==> src/rtl/reg_exec_pkg.sv <==
// Shared types and helpers for the register execute/writeback unit.
package reg_exec_pkg;

    typedef enum logic [2:0] {
        OP_ADD  = 3'd0,
        OP_SUB  = 3'd1,
        OP_AND  = 3'd2,
        OP_OR   = 3'd3,
        OP_XOR  = 3'd4,
        OP_MUL  = 3'd5,
        OP_ILL6 = 3'd6,
        OP_ILL7 = 3'd7
    } op_e;

    typedef enum logic [1:0] {
        ST_IDLE = 2'd0,
        ST_READ = 2'd1,
        ST_EXEC = 2'd2,
        ST_WB   = 2'd3
    } state_e;

    function automatic logic is_legal_op(input op_e op);
        return (op <= OP_MUL);
    endfunction

endpackage

==> src/rtl/reg_exec_if.sv <==
// Request handshake plus register-file read/write ports of the execute unit.
interface reg_exec_if #(
    parameter int ADDR_WIDTH = 3,
    parameter int REG_WIDTH  = 32
);
    logic                  i_valid;
    logic                  o_ready;
    logic [2:0]            i_op;
    logic [ADDR_WIDTH-1:0] i_rd;
    logic [ADDR_WIDTH-1:0] i_rs1;
    logic [ADDR_WIDTH-1:0] i_rs2;
    logic [ADDR_WIDTH-1:0] o_reg_a_addr_r;
    logic [ADDR_WIDTH-1:0] o_reg_b_addr_r;
    logic [REG_WIDTH-1:0]  i_reg_a_val_r;
    logic [REG_WIDTH-1:0]  i_reg_b_val_r;
    logic [ADDR_WIDTH-1:0] o_reg_addr_w;
    logic [REG_WIDTH-1:0]  o_reg_val_w;
    logic                  o_write_en;
    logic                  o_illegal;

    modport slave (
        input  i_valid, i_op, i_rd, i_rs1, i_rs2, i_reg_a_val_r, i_reg_b_val_r,
        output o_ready, o_reg_a_addr_r, o_reg_b_addr_r, o_reg_addr_w, o_reg_val_w,
               o_write_en, o_illegal
    );

    modport master (
        output i_valid, i_op, i_rd, i_rs1, i_rs2, i_reg_a_val_r, i_reg_b_val_r,
        input  o_ready, o_reg_a_addr_r, o_reg_b_addr_r, o_reg_addr_w, o_reg_val_w,
               o_write_en, o_illegal
    );
endinterface

==> src/rtl/reg_exec_mul.sv <==
// Iterative shift-add multiplier, one partial product per cycle, low REG_WIDTH bits kept.
module reg_exec_mul #(
    parameter int REG_WIDTH = 32
) (
    input  logic                 i_clk,
    input  logic                 i_rst,
    input  logic                 i_start,
    input  logic [REG_WIDTH-1:0] i_multiplicand,
    input  logic [REG_WIDTH-1:0] i_multiplier,
    output logic                 o_busy,
    output logic                 o_done,
    output logic [REG_WIDTH-1:0] o_product
);
    localparam int              CNT_W = $clog2(REG_WIDTH);
    localparam logic [CNT_W-1:0] LAST = CNT_W'(REG_WIDTH - 1);

    logic [REG_WIDTH-1:0] mcand_reg;
    logic [REG_WIDTH-1:0] mplier_reg;
    logic [REG_WIDTH-1:0] acc_reg;
    logic [CNT_W-1:0]     count_reg;
    logic                 busy_reg;

    always_ff @(posedge i_clk) begin
        if (i_rst) begin
            mcand_reg  <= '0;
            mplier_reg <= '0;
            acc_reg    <= '0;
            count_reg  <= '0;
            busy_reg   <= 1'b0;
        end else if (i_start) begin
            mcand_reg  <= i_multiplicand;
            mplier_reg <= i_multiplier;
            acc_reg    <= '0;
            count_reg  <= '0;
            busy_reg   <= 1'b1;
        end else if (busy_reg) begin
            if (mplier_reg[0]) begin
                acc_reg <= acc_reg + mcand_reg;
            end
            mcand_reg  <= mcand_reg << 1;
            mplier_reg <= mplier_reg >> 1;
            count_reg  <= count_reg + 1'b1;
            if (count_reg == LAST) begin
                busy_reg <= 1'b0;
            end
        end
    end

    // done marks the cycle whose closing edge adds the final partial product
    assign o_done    = busy_reg && (count_reg == LAST);
    assign o_busy    = busy_reg;
    assign o_product = acc_reg;

endmodule

==> src/rtl/reg_exec_unit.sv <==
// Single-issue execute/writeback engine: READ operands, EXEC (ALU or iterative MUL), WB to register file.
module reg_exec_unit
    import reg_exec_pkg::*;
#(
    parameter int ADDR_WIDTH = 3,
    parameter int REG_WIDTH  = 32
) (
    input  logic      i_clk,
    input  logic      i_rst,
    reg_exec_if.slave bus
);
    state_e                state_reg, state_next;
    op_e                   op_reg;
    logic [ADDR_WIDTH-1:0] rd_reg, rs1_reg, rs2_reg;
    logic [REG_WIDTH-1:0]  opa_reg, opb_reg, result_reg;
    logic                  illegal_reg;

    logic [REG_WIDTH-1:0]  and_bits, or_bits, xor_bits;
    logic [REG_WIDTH-1:0]  alu_result;
    logic                  mul_start, mul_busy, mul_done;
    logic [REG_WIDTH-1:0]  mul_product;
    logic                  accept;

    assign accept = bus.i_valid && bus.o_ready;

    for (genvar gi = 0; gi < REG_WIDTH; gi++) begin : g_bitwise
        assign and_bits[gi] = opa_reg[gi] & opb_reg[gi];
        assign or_bits[gi]  = opa_reg[gi] | opb_reg[gi];
        assign xor_bits[gi] = opa_reg[gi] ^ opb_reg[gi];
    end

    always_comb begin
        alu_result = '0;
        case (op_reg)
            OP_ADD:  alu_result = opa_reg + opb_reg;
            OP_SUB:  alu_result = opa_reg - opb_reg;
            OP_AND:  alu_result = and_bits;
            OP_OR:   alu_result = or_bits;
            OP_XOR:  alu_result = xor_bits;
            default: alu_result = '0;
        endcase
    end

    always_ff @(posedge i_clk) begin
        if (i_rst) begin
            state_reg   <= ST_IDLE;
            op_reg      <= OP_ADD;
            rd_reg      <= '0;
            rs1_reg     <= '0;
            rs2_reg     <= '0;
            opa_reg     <= '0;
            opb_reg     <= '0;
            result_reg  <= '0;
            illegal_reg <= 1'b0;
        end else begin
            state_reg <= state_next;
            case (state_reg)
                ST_IDLE: begin
                    if (accept) begin
                        op_reg      <= op_e'(bus.i_op);
                        rd_reg      <= bus.i_rd;
                        rs1_reg     <= bus.i_rs1;
                        rs2_reg     <= bus.i_rs2;
                        illegal_reg <= 1'b0;
                    end
                end
                ST_READ: begin
                    opa_reg     <= bus.i_reg_a_val_r;
                    opb_reg     <= bus.i_reg_b_val_r;
                    illegal_reg <= !is_legal_op(op_reg);
                end
                ST_EXEC: begin
                    if (op_reg != OP_MUL) begin
                        result_reg <= alu_result;
                    end
                end
                default: ;
            endcase
        end
    end

    always_comb begin
        state_next = state_reg;
        mul_start  = 1'b0;
        case (state_reg)
            ST_IDLE: if (accept) state_next = ST_READ;
            ST_READ: begin
                if (is_legal_op(op_reg)) begin
                    state_next = ST_EXEC;
                    // multiplier loads straight from the read ports so its first step lands on the first EXEC edge
                    mul_start  = (op_reg == OP_MUL);
                end else begin
                    state_next = ST_WB;
                end
            end
            ST_EXEC: begin
                if (op_reg != OP_MUL || mul_done) state_next = ST_WB;
            end
            ST_WB:   state_next = ST_IDLE;
            default: state_next = ST_IDLE;
        endcase
    end

    reg_exec_mul #(.REG_WIDTH(REG_WIDTH)) u_mul (
        .i_clk          (i_clk),
        .i_rst          (i_rst),
        .i_start        (mul_start),
        .i_multiplicand (bus.i_reg_a_val_r),
        .i_multiplier   (bus.i_reg_b_val_r),
        .o_busy         (mul_busy),
        .o_done         (mul_done),
        .o_product      (mul_product)
    );

    assign bus.o_ready        = (state_reg == ST_IDLE) && !mul_busy;
    assign bus.o_reg_a_addr_r = rs1_reg;
    assign bus.o_reg_b_addr_r = rs2_reg;
    assign bus.o_reg_addr_w   = rd_reg;
    assign bus.o_reg_val_w    = (op_reg == OP_MUL) ? mul_product : result_reg;
    // reset landing on WB must suppress the write in that same cycle
    assign bus.o_write_en     = (state_reg == ST_WB) && !illegal_reg && !i_rst;
    assign bus.o_illegal      = (state_reg == ST_WB) && illegal_reg && !i_rst;

endmodule

==> src/flat_wrapper.sv <==
// flat-port wrapper written by rule: the top's interface ports become plain ports
module reg_exec_unit_flat import reg_exec_pkg::*;
#(
    parameter int ADDR_WIDTH = 3,
    parameter int REG_WIDTH  = 32
)
  (i_clk, i_rst, bus_i_valid, bus_i_op, bus_i_rd, bus_i_rs1, bus_i_rs2, bus_i_reg_a_val_r, bus_i_reg_b_val_r, bus_o_ready, bus_o_reg_a_addr_r, bus_o_reg_b_addr_r, bus_o_reg_addr_w, bus_o_reg_val_w, bus_o_write_en, bus_o_illegal);
  reg_exec_if #(.ADDR_WIDTH(ADDR_WIDTH), .REG_WIDTH(REG_WIDTH)) bus_i ();
  input  logic i_clk;
  input  logic i_rst;
  input wire logic [$bits(bus_i.i_valid)-1:0] bus_i_valid;
  input wire logic [$bits(bus_i.i_op)-1:0] bus_i_op;
  input wire logic [$bits(bus_i.i_rd)-1:0] bus_i_rd;
  input wire logic [$bits(bus_i.i_rs1)-1:0] bus_i_rs1;
  input wire logic [$bits(bus_i.i_rs2)-1:0] bus_i_rs2;
  input wire logic [$bits(bus_i.i_reg_a_val_r)-1:0] bus_i_reg_a_val_r;
  input wire logic [$bits(bus_i.i_reg_b_val_r)-1:0] bus_i_reg_b_val_r;
  output wire logic [$bits(bus_i.o_ready)-1:0] bus_o_ready;
  output wire logic [$bits(bus_i.o_reg_a_addr_r)-1:0] bus_o_reg_a_addr_r;
  output wire logic [$bits(bus_i.o_reg_b_addr_r)-1:0] bus_o_reg_b_addr_r;
  output wire logic [$bits(bus_i.o_reg_addr_w)-1:0] bus_o_reg_addr_w;
  output wire logic [$bits(bus_i.o_reg_val_w)-1:0] bus_o_reg_val_w;
  output wire logic [$bits(bus_i.o_write_en)-1:0] bus_o_write_en;
  output wire logic [$bits(bus_i.o_illegal)-1:0] bus_o_illegal;
  assign bus_i.i_valid = bus_i_valid;
  assign bus_i.i_op = bus_i_op;
  assign bus_i.i_rd = bus_i_rd;
  assign bus_i.i_rs1 = bus_i_rs1;
  assign bus_i.i_rs2 = bus_i_rs2;
  assign bus_i.i_reg_a_val_r = bus_i_reg_a_val_r;
  assign bus_i.i_reg_b_val_r = bus_i_reg_b_val_r;
  assign bus_o_ready = bus_i.o_ready;
  assign bus_o_reg_a_addr_r = bus_i.o_reg_a_addr_r;
  assign bus_o_reg_b_addr_r = bus_i.o_reg_b_addr_r;
  assign bus_o_reg_addr_w = bus_i.o_reg_addr_w;
  assign bus_o_reg_val_w = bus_i.o_reg_val_w;
  assign bus_o_write_en = bus_i.o_write_en;
  assign bus_o_illegal = bus_i.o_illegal;
  reg_exec_unit #(.ADDR_WIDTH(ADDR_WIDTH), .REG_WIDTH(REG_WIDTH)) u_core (.i_clk(i_clk), .i_rst(i_rst), .bus(bus_i));
endmodule
==> config.mk <==
export PLATFORM = sky130hd
export DESIGN_NAME = reg_exec_unit_flat
export DESIGN_NICKNAME = d
export VERILOG_FILES = /design/src/rtl/reg_exec_pkg.sv /design/src/rtl/reg_exec_if.sv /design/src/rtl/reg_exec_mul.sv /design/src/rtl/reg_exec_unit.sv /design/src/flat_wrapper.sv
export SDC_FILE = /design/constraint.sdc
export NUM_CORES = 1
export LEC_CHECK = 0
export CAP_MARGIN = 0
export CORE_AREA = 10 10 198 200
export CTS_CLUSTER_SIZE = 24
export DETAILED_ROUTE_END_ITERATION = 10
export DIE_AREA = 0 0 208 210
export REMOVE_ABC_BUFFERS = 1
export SLEW_MARGIN = 25
export SYNTH_ARGS = -nofsm -noshare
export SYNTH_HDL_FRONTEND = slang
export SYNTH_SLANG_ARGS = --single-unit
==> constraint.sdc <==
create_clock -name i_clk -period 5.3 [get_ports i_clk]
set_input_delay 1.06 -clock i_clk [delete_from_list [all_inputs] [get_ports i_clk]]
set_output_delay 1.06 -clock i_clk [all_outputs]
set_load 0.05 [all_outputs]
==> out/qor.yml, run 1 <==
status:
  status: "completed"
detailed_routing:
  first_pass_iters: 6
  initialDrtViolationCount: 877
  drt-total-wl_mm: 41.2
  vias: 12100
  drt-vias-per-instance: 5.51
  drc: 0
  antenna_left: 0
  wl_per_cell_um: 18.7
worst_setup_path:
  arrival_ns: 4.71
  startpoint_type: "flop"
  cp.required_ns: 5.75
  critPathSlowestCell: "o31ai_2"
  path_cells: "nor2_1 -> buf_4 -> nand2_1 -> nand2_1 -> o21ai_0 -> fa_1 -> nor2b_1 -> o31a_1 -> o41a_1 -> a21oi_2 -> o31ai_2 -> a31o_2 -> a221oi_2 -> a2111o_1 -> o22ai_1"
  worst_path_most_repeated_cell: "nand2_1"
  crit_path_max_incr_delay_ns: 0.47
  crit_path_max_fanout: 26
  path_class: "reg2reg"
  worst_setup_path_end_kind: "flop"
sta:
  finalSetupViolations: 0
  final_max_slew_viol_count: 0
  clock_skew_ns: 0.00865
  rsz0062_at_grt: "false"
  relSlewSlack_pct: 36.5
  fmax_ghz: 0.235
  final-hold-violation-count: 0
  worst_pin_slew_ns: 0.951
  period_share_pct: 80.4
  min_period_ns: 4.26
synthesis:
  syn_area_mm2: 0.0140
  synth_top_family_by_area: "compound AO/OA/AOI/OAI gates"
  ys.flop_type: "dfxtp_1"
  yosys.area_share.simple_pct: 14.0
  synth-edff-count: 0
  yosysWarningCount: 0
  synthArstFlopShare_pct: 0
  synth_cells: 1655
  synth_area_leaders: "dfxtp_1 (30%), ha_1 (12%), mux2i_1 (9.7%)"
  synth_largest_area_cell: "dfxtp_1"
  synthMuxAreaShare_pct: 12.2
  synthDistinctLibCells: 71
  ys_ff_latch: 213
  synth-compound-area-share_pct: 21.9
  yosys.area_share.adder_pct: 12.3
  avgSynthCellArea_um2: 8.45
  ys_seq_area_share_pct: 30.5
  synth_top_area_share_pct: 30.5
  synth-xor-area-share_pct: 4.38
finish:
  final_common_cell: "dfxtp_1"
  n_antenna_cell: 0
  stdcell_count: 2202
  fillers: 3463
  layout_common_cells: "dfxtp_1 (212), nor2_1 (196), mux2i_1 (136)"
  layout.nets: 1941
  drive_above_1_share_pct: 6.89
  syn2layout_area_growth_pct: 17.3
clock_tree:
  cts_made_buffers: 25
  cts_tree: "built"
  cts-root-buf: "clkbuf_16"
  h-tree-depth: 1
  cts_resized: 0
  clk_latency_ns: 0.53
  cts_hold_buf: 0
  clk_path_buf_depth: 3
  post-cts-setup-buffers: 0
  clock_sinks: 213
  cts.clk_slew.worst_paths_ns: 0.06
placement:
  place_inst: 2160
  dp_hpwl_mm: 30.7
  gp_congestion: 0.919
  io_buffers: 122
power_and_ir_drop:
  power_leakage_nw: 6.56
  p_per_area_mw_per_mm2: 481
  ir_drop_mv: 0.270
  power_mw: 7.90
hold_path:
  hp-class: "reg2reg"
grt:
  grt_max_degree: 72
  grt.total_usage_pct: 18.1
  grt_pass1_vias: 11600
  grt_pass1_wl_mm: 65.8
  overflow: 0
  antenna_found_initial: 0
die:
  die_area_mm2: 0.0437
  ios: 123
  die_width_um: 208
  die_h_um: 210
  core_mm2: 0.0352
  initial_core_util_pct: 39.7
  num_rows: 69
job:
  maxCapViolCount: 0
==> worst paths after layout <==
check / to / slack (ns) / startpoint / depth (start not counted)
setup reg to reg: u_core.result_reg[30] / 1.04 / u_core.op_reg[2] / 15
hold / removal: u_core.bus.o_reg_addr_w[2] / 0.45 / u_core.bus.o_reg_addr_w[2] / 2
setup / recovery: u_core.result_reg[30] / 1.04 / u_core.op_reg[2] / 15
hold reg to reg: u_core.bus.o_reg_addr_w[2] / 0.45 / u_core.bus.o_reg_addr_w[2] / 2
==> power breakdown <==
group / switching (mW) / internal (mW) / total [mW]
Combinational: 2.42 / 1.66 / 4.08
Clock: 0.682 / 1.02 / 1.71
Sequential: 0.271 / 1.85 / 2.12
==> layer usage <==
metal,part of all wire [%],global-route usage [%],vias up
met1,50,26.0,5711
li1,-,-,6106
met2,44,28.4,273
met3,5.0,2.50,44
met5,0,0,-
met4,1.4,3.45,0
==> stage by stage <==
step / setup slack [ns] / hold WS, ns / utilization, % / TNS [ns] / area, µm²
global placement: 1.11 / 0.442 / 44.3 / 0 / 15600
finish: 1.04 / 0.453 / 46.6 / 0 / 16400
CTS: 1.09 / 0.454 / 46.6 / 0 / 16400
detailed placement: 1.12 / 0.448 / 44.3 / 0 / 15600
global route: 0.677 / 0.466 / 46.6 / 0 / 16400
floorplan: -2.88 / 0.440 / - / -177.65 / 13600
==> layout make-up <==
cell class              count  area [µm²]  area share (%)
multi-input cells        1265        9100            55.5
repair buffers            142        1370            8.33
clock inverters             8        90.1           0.549
flip-flops and latches    213        4270            26.0
inverters                  79         297            1.81
clock buffers              34         709            4.32
well taps                 461         577            3.51
==> cell families after synthesis <==
kind of cell / Yosys count
mux: 167
xor+xnor: 70
buf+inv: 177
fa+ha+maj: 136
flops: 213
simple gates: 439
compound gates: 453
==> cells in the mapped netlist, types with 5 or more instances <==
cell type / n
a211oi_1: 78
a21o_1: 50
a21oi_1: 112
a22oi_1: 33
a31oi_1: 18
and2_1: 9
and3_1: 9
buf_1: 23
clkbuf_1: 75
dfxtp_1: 213
ha_1: 134
inv_1: 79
mux2_2: 31
mux2i_1: 136
nand2_1: 104
nand2b_1: 8
nand3_1: 30
nand4_1: 10
nor2_1: 197
nor2b_1: 13
nor3_1: 24
nor4_1: 7
o21a_1: 14
o21ai_0: 61
o221ai_1: 15
o22ai_1: 17
o31ai_1: 5
or2_2: 9
xnor2_1: 52
xor2_1: 18
==> critical path: cells and delay by family (launching register included) <==
| family | cells | cell delay [ns] |
|---|---|---|
| compound gates | 9 | 2.07 |
| buf+inv | 1 | 0.31 |
| simple gates | 4 | 0.91 |
| fa+ha+maj | 1 | 0.46 |
| flops | 1 | 0.43 |
(Power assumes the default switching activity.)
==> run 2, diff against run 1 <==
==> constraint.sdc (replaced) <==
create_clock -name i_clk -period 4 [get_ports i_clk]
set_input_delay 0.8 -clock i_clk [delete_from_list [all_inputs] [get_ports i_clk]]
set_output_delay 0.8 -clock i_clk [all_outputs]
set_load 0.05 [all_outputs]
==> out/qor.yml, run 2 (synthesis results as in run 1) <==
status:
  status: "completed"
hold_path:
  hp-start: "u_core.bus.o_reg_addr_w[1]"
  min_path_cells: 2
  min_to: "u_core.bus.o_reg_addr_w[1]"
  hp-class: "reg2reg"
worst_setup_path:
  startpoint_type: "flop"
  cp.required_ns: 4.49
  worst_setup_path_end_kind: "flop"
  startpoint: "u_core.opb_reg[2]"
  path_buf_inv: 1
  path_cells: "nor4_2 -> and2_1 -> nor3b_2 -> nand2_1 -> nor4_1 -> buf_4 -> a21oi_1 -> xnor2_1 -> ha_1 -> a21o_1 -> a21o_1 -> a21o_1 -> a21o_1 -> a21oi_1 -> o21ai_0 -> a21oi_1 -> mux2i_1 -> a21o_1"
  rrSetupSlack_ns: 0.26
  path_delay_family: "compound AO/OA/AOI/OAI gates"
  reg2reg_depth: 18
  arrival_ns: 4.23
  worst_path_most_repeated_cell: "a21o_1"
  r2r-start: "u_core.opb_reg[2]"
  r2r-end: "u_core.result_reg[29]"
  path_class: "reg2reg"
  crit_path_max_incr_delay_ns: 0.33
  critPathSlowestCell: "nor4_2"
  crit_path_max_fanout: 5
sta:
  worst_pin_slew_ns: 1.02
  finalSetupTns_ns: 0
  clock_skew_ns: 0.0169
  min_period_ns: 3.74
  relSlewSlack_pct: 31.9
  rsz0062_at_grt: "false"
  hold_slack_ns: 0.453
  finalSetupViolations: 0
  period_share_pct: 93.5
  final_max_slew_viol_count: 0
  final-hold-violation-count: 0
  fmax_ghz: 0.267
clock_tree:
  clk_path_buf_depth: 3
  clk_latency_ns: 0.54
  cts_tree: "built"
  cts.clk_slew.worst_paths_ns: 0.07
  h-tree-depth: 1
  cts_hold_buf: 0
  cts_made_buffers: 26
  cts-root-buf: "clkbuf_16"
  clock_sinks: 213
detailed_routing:
  wl_met1_mm: 20.4
  drt-vias-per-instance: 5.49
  vias: 12200
  wl_per_cell_um: 18.4
  antenna_left: 0
  route.met2.wl_mm: 17.8
  top_layer: "met4"
  first_pass_iters: 7
  initialDrtViolationCount: 1040
  met3WireLength_mm: 1.96
  drt-total-wl_mm: 41.1
  drc: 0
finish:
  layout_common_cells: "dfxtp_1 (212), nor2_1 (195), mux2i_1 (136)"
  fin_area_mm2: 0.0166
  final_common_cell: "dfxtp_1"
  drive_above_1_share_pct: 10.1
  syn2layout_area_growth_pct: 18.8
  layout.nets: 1961
  stdcell_count: 2227
power_and_ir_drop:
  power_mw: 10.7
  power_leakage_nw: 6.77
  ir_drop_mv: 0.351
  p_per_area_mw_per_mm2: 646
die:
  ios: 123
  core_mm2: 0.0352
  initial_core_util_pct: 39.7
  die_h_um: 210
  num_rows: 69
  die_width_um: 208
  die_area_mm2: 0.0437
grt:
  grt_pass1_wl_mm: 66.3
  overflow: 0
  grt.total_usage_pct: 18.2
  antenna_found_initial: 0
  grt_max_degree: 156
  grt_pass1_vias: 12000
placement:
  postPlaceCellArea_mm2: 0.0157
  gp_congestion: 0.961
  place_inst: 2179
  dp_hpwl_mm: 30.6
  io_buffers: 122
job:
  maxCapViolCount: 0
## run 2: worst register-to-register path: stages (launching register included)
cell,delay [ns]
dfxtp_1,0.31
nor4_2,0.33
and2_1,0.20
nor3b_2,0.24
nand2_1,0.15
nor4_1,0.20
buf_4,0.19
a21oi_1,0.09
xnor2_1,0.18
ha_1,0.28
a21o_1,0.22
a21o_1,0.18
a21o_1,0.19
a21o_1,0.20
a21oi_1,0.14
o21ai_0,0.08
a21oi_1,0.19
mux2i_1,0.22
a21o_1,0.09
## run 2: cell type report
class                           count  area [µm²]
Sequential cell                   213        4270
Fill cell                        3429       18600
Clock inverter                     14         193
Clock buffer                       33         687
Tap cell                          461         577
Multi-Input combinational cell   1265        9120
Timing Repair Buffer              161        1470
Inverter                           79         297
Antenna cell                        1        2.50
## run 2: through the flow
stage | setup WS [ns] | utilization, %
after floorplan | -4.18 | -
after global placement | 0.155 | 44.6
after detailed placement | 0.112 | 44.6
after CTS | 0.103 | 47.1
after global routing | 0.00922 | 47.2
final | 0.261 | 47.2
## run 2: what timing repair did
item                                   4_1_cts  5_1_grt
gates resized for setup                      0        5
setup buffers                                0        0
setup endpoints to repair                    0        9
endpoints found under the hold margin        0        0
## run 2: layer usage
layer  vias up  track usage, %
met5         -               0
met4         0            4.92
met3        50            2.25
met2       295            28.2
met1      5712            25.9
li1       6170               -
## run 2: worst max path at each step
stage,endpoint,cells past startpoint
2_1_floorplan,u_core.u_mul.o_product[31],8
3_3_place_gp,u_core.result_reg[29],18
3_5_place_dp,u_core.result_reg[29],18
4_1_cts,u_core.result_reg[29],18
5_1_grt,u_core.result_reg[29],19
6_report,u_core.result_reg[29],18
## run 2: power breakdown
group          switching [mW]  internal [mW]  leakage, nW
sequential              0.326           2.45         1.73
combinational            3.26           2.26         4.61
clock                   0.959           1.48        0.434
total                    4.55           6.18         6.77
==> run 3, diff against run 2 <==
--- a/config.mk
+++ b/config.mk
@@ -6,10 +6,10 @@
 export NUM_CORES = 1
 export LEC_CHECK = 0
 export CAP_MARGIN = 0
-export CORE_AREA = 10 10 198 200
+export CORE_AREA = 10 10 153 261
 export CTS_CLUSTER_SIZE = 24
 export DETAILED_ROUTE_END_ITERATION = 10
-export DIE_AREA = 0 0 208 210
+export DIE_AREA = 0 0 163 271
 export REMOVE_ABC_BUFFERS = 1
 export SLEW_MARGIN = 25
 export SYNTH_ARGS = -nofsm -noshare
==> out/qor.yml, run 3 (synthesis results as in run 1) <==
grt:
  grt_max_degree: 65
  grt_pass1_wl_mm: 65.5
  overflow: 0
  grt_pass1_vias: 12000
  grt.total_usage_pct: 18.1
  antenna_found_initial: 0
worst_setup_path:
  reg2reg_depth: 16
  path_class: "reg2reg"
  rrSetupSlack_ns: 0.32
  critPathCapture: "u_core.result_reg[30]"
  arrival_ns: 4.08
  cp.required_ns: 4.40
  r2r-end: "u_core.result_reg[30]"
  worst_setup_path_end_kind: "flop"
  startpoint: "u_core.opb_reg[6]"
  crit_path_max_fanout: 4
  startpoint_type: "flop"
  r2r-start: "u_core.opb_reg[6]"
detailed_routing:
  vias: 12100
  initialDrtViolationCount: 555
  antenna_left: 0
  drt-total-wl_mm: 41.3
  first_pass_iters: 5
  route.met2.wl_mm: 20.7
  top_layer: "met4"
  met3WireLength_mm: 1.58
  wl_per_cell_um: 18.5
  drc: 0
  wl_met1_mm: 18.2
  drt-vias-per-instance: 5.46
placement:
  io_buffers: 122
  dp_hpwl_mm: 31.0
  gp_congestion: 0.965
die:
  die_width_um: 163
  initial_core_util_pct: 39.6
  num_rows: 91
  ios: 123
  core_mm2: 0.0353
  die_h_um: 271
  die_area_mm2: 0.0442
clock_tree:
  clk_path_buf_depth: 3
  cts.clk_slew.worst_paths_ns: 0.06
  clock_sinks: 213
  clk_latency_ns: 0.54
  cts_tree: "built"
  cts-root-buf: "clkbuf_16"
  cts_made_buffers: 23
  h-tree-depth: 1
sta:
  fmax_ghz: 0.272
  relSlewSlack_pct: 48.7
  final_max_slew_viol_count: 0
  finalSetupTns_ns: 0
  final-hold-violation-count: 0
  clock_skew_ns: 0.0224
  hold_slack_ns: 0.453
  min_period_ns: 3.68
  worst_pin_slew_ns: 0.769
  finalSetupViolations: 0
  period_share_pct: 92.0
  rsz0062_at_grt: "false"
finish:
  layout.nets: 1958
  n_antenna_cell: 0
  post-route-util_pct: 46.7
  syn2layout_area_growth_pct: 17.9
  final_common_cell: "dfxtp_1"
  layout_common_cells: "dfxtp_1 (212), nor2_1 (194), mux2i_1 (136)"
  drive_above_1_share_pct: 10.5
hold_path:
  hp-class: "reg2reg"
  hp-start: "u_core.bus.o_reg_addr_w[0]"
power_and_ir_drop:
  p_per_area_mw_per_mm2: 634
  ir_drop_mv: 0.304
  power_leakage_nw: 6.70
status:
  status: "completed"
job:
  maxCapViolCount: 0
[run 3: worst min path at each step]
stage,endpoint,slack [ns],cells past startpoint
CTS,u_core.bus.o_reg_b_addr_r[0],0.46,2
global placement,u_core.bus.o_reg_b_addr_r[1],0.44,2
finish,u_core.bus.o_reg_addr_w[0],0.45,2
floorplan,u_core.result_reg[20],0.44,2
global route,u_core.bus.o_reg_addr_w[0],0.47,2
detailed placement,u_core.bus.o_reg_b_addr_r[1],0.45,2
[run 3: per-layer routing]
layer	track usage, %	vias up
met1	22.4	5736
met4	4.81	0
li1	-	6150
met5	0	-
met2	32.0	213
met3	2.16	45
[run 3: through the flow]
| stage | cell area, µm² | total power [mW] | cells | setup WS [ns] |
|---|---|---|---|---|
| 3_3_place_gp | 15700 | 8.25 | 2183 | 0.205 |
| 5_1_grt | 16500 | 11.2 | 2225 | 0.000209 |
| 3_5_place_dp | 15700 | 8.28 | 2183 | 0.236 |
| 2_1_floorplan | 13600 | 6.78 | 1557 | -4.18 |
| 4_1_cts | 16400 | 10.5 | 2225 | 0.191 |
| 6_report | 16500 | 10.5 | 2225 | 0.318 |
[run 3: power breakdown]
| group | switching, mW | internal (mW) |
|---|---|---|
| Sequential | 0.331 | 2.45 |
| Combinational | 3.24 | 2.29 |
| Clock | 0.945 | 1.21 |
| Total | 4.51 | 5.94 |
[run 3: critical path, stage by stage (launching register included)]
cell	delay [ns]
dfxtp_1	0.32
nor4_2	0.34
nand2_1	0.15
nor2_2	0.20
nand2_1	0.13
o41ai_2	0.24
xnor2_1	0.18
ha_1	0.30
a21oi_1	0.18
o21ai_0	0.10
a21o_1	0.18
a21oi_1	0.25
o31ai_4	0.15
a31o_2	0.30
a221oi_2	0.29
a2111o_1	0.18
o22ai_1	0.06
[run 3: final cells by class]
cell class | count | area, µm²
Sequential cell | 213 | 4270
Inverter | 79 | 297
Fill cell | 3529 | 18800
Clock inverter | 10 | 70.1
Multi-Input combinational cell | 1265 | 9140
Timing Repair Buffer | 161 | 1440
Tap cell | 465 | 582
Clock buffer | 32 | 689
[run 3: what timing repair did]
item / CTS / global route
hold buffers: 0 / 0
resized for setup: 0 / 10
setup endpoints to repair: 0 / 6
setup buffers: 0 / 0
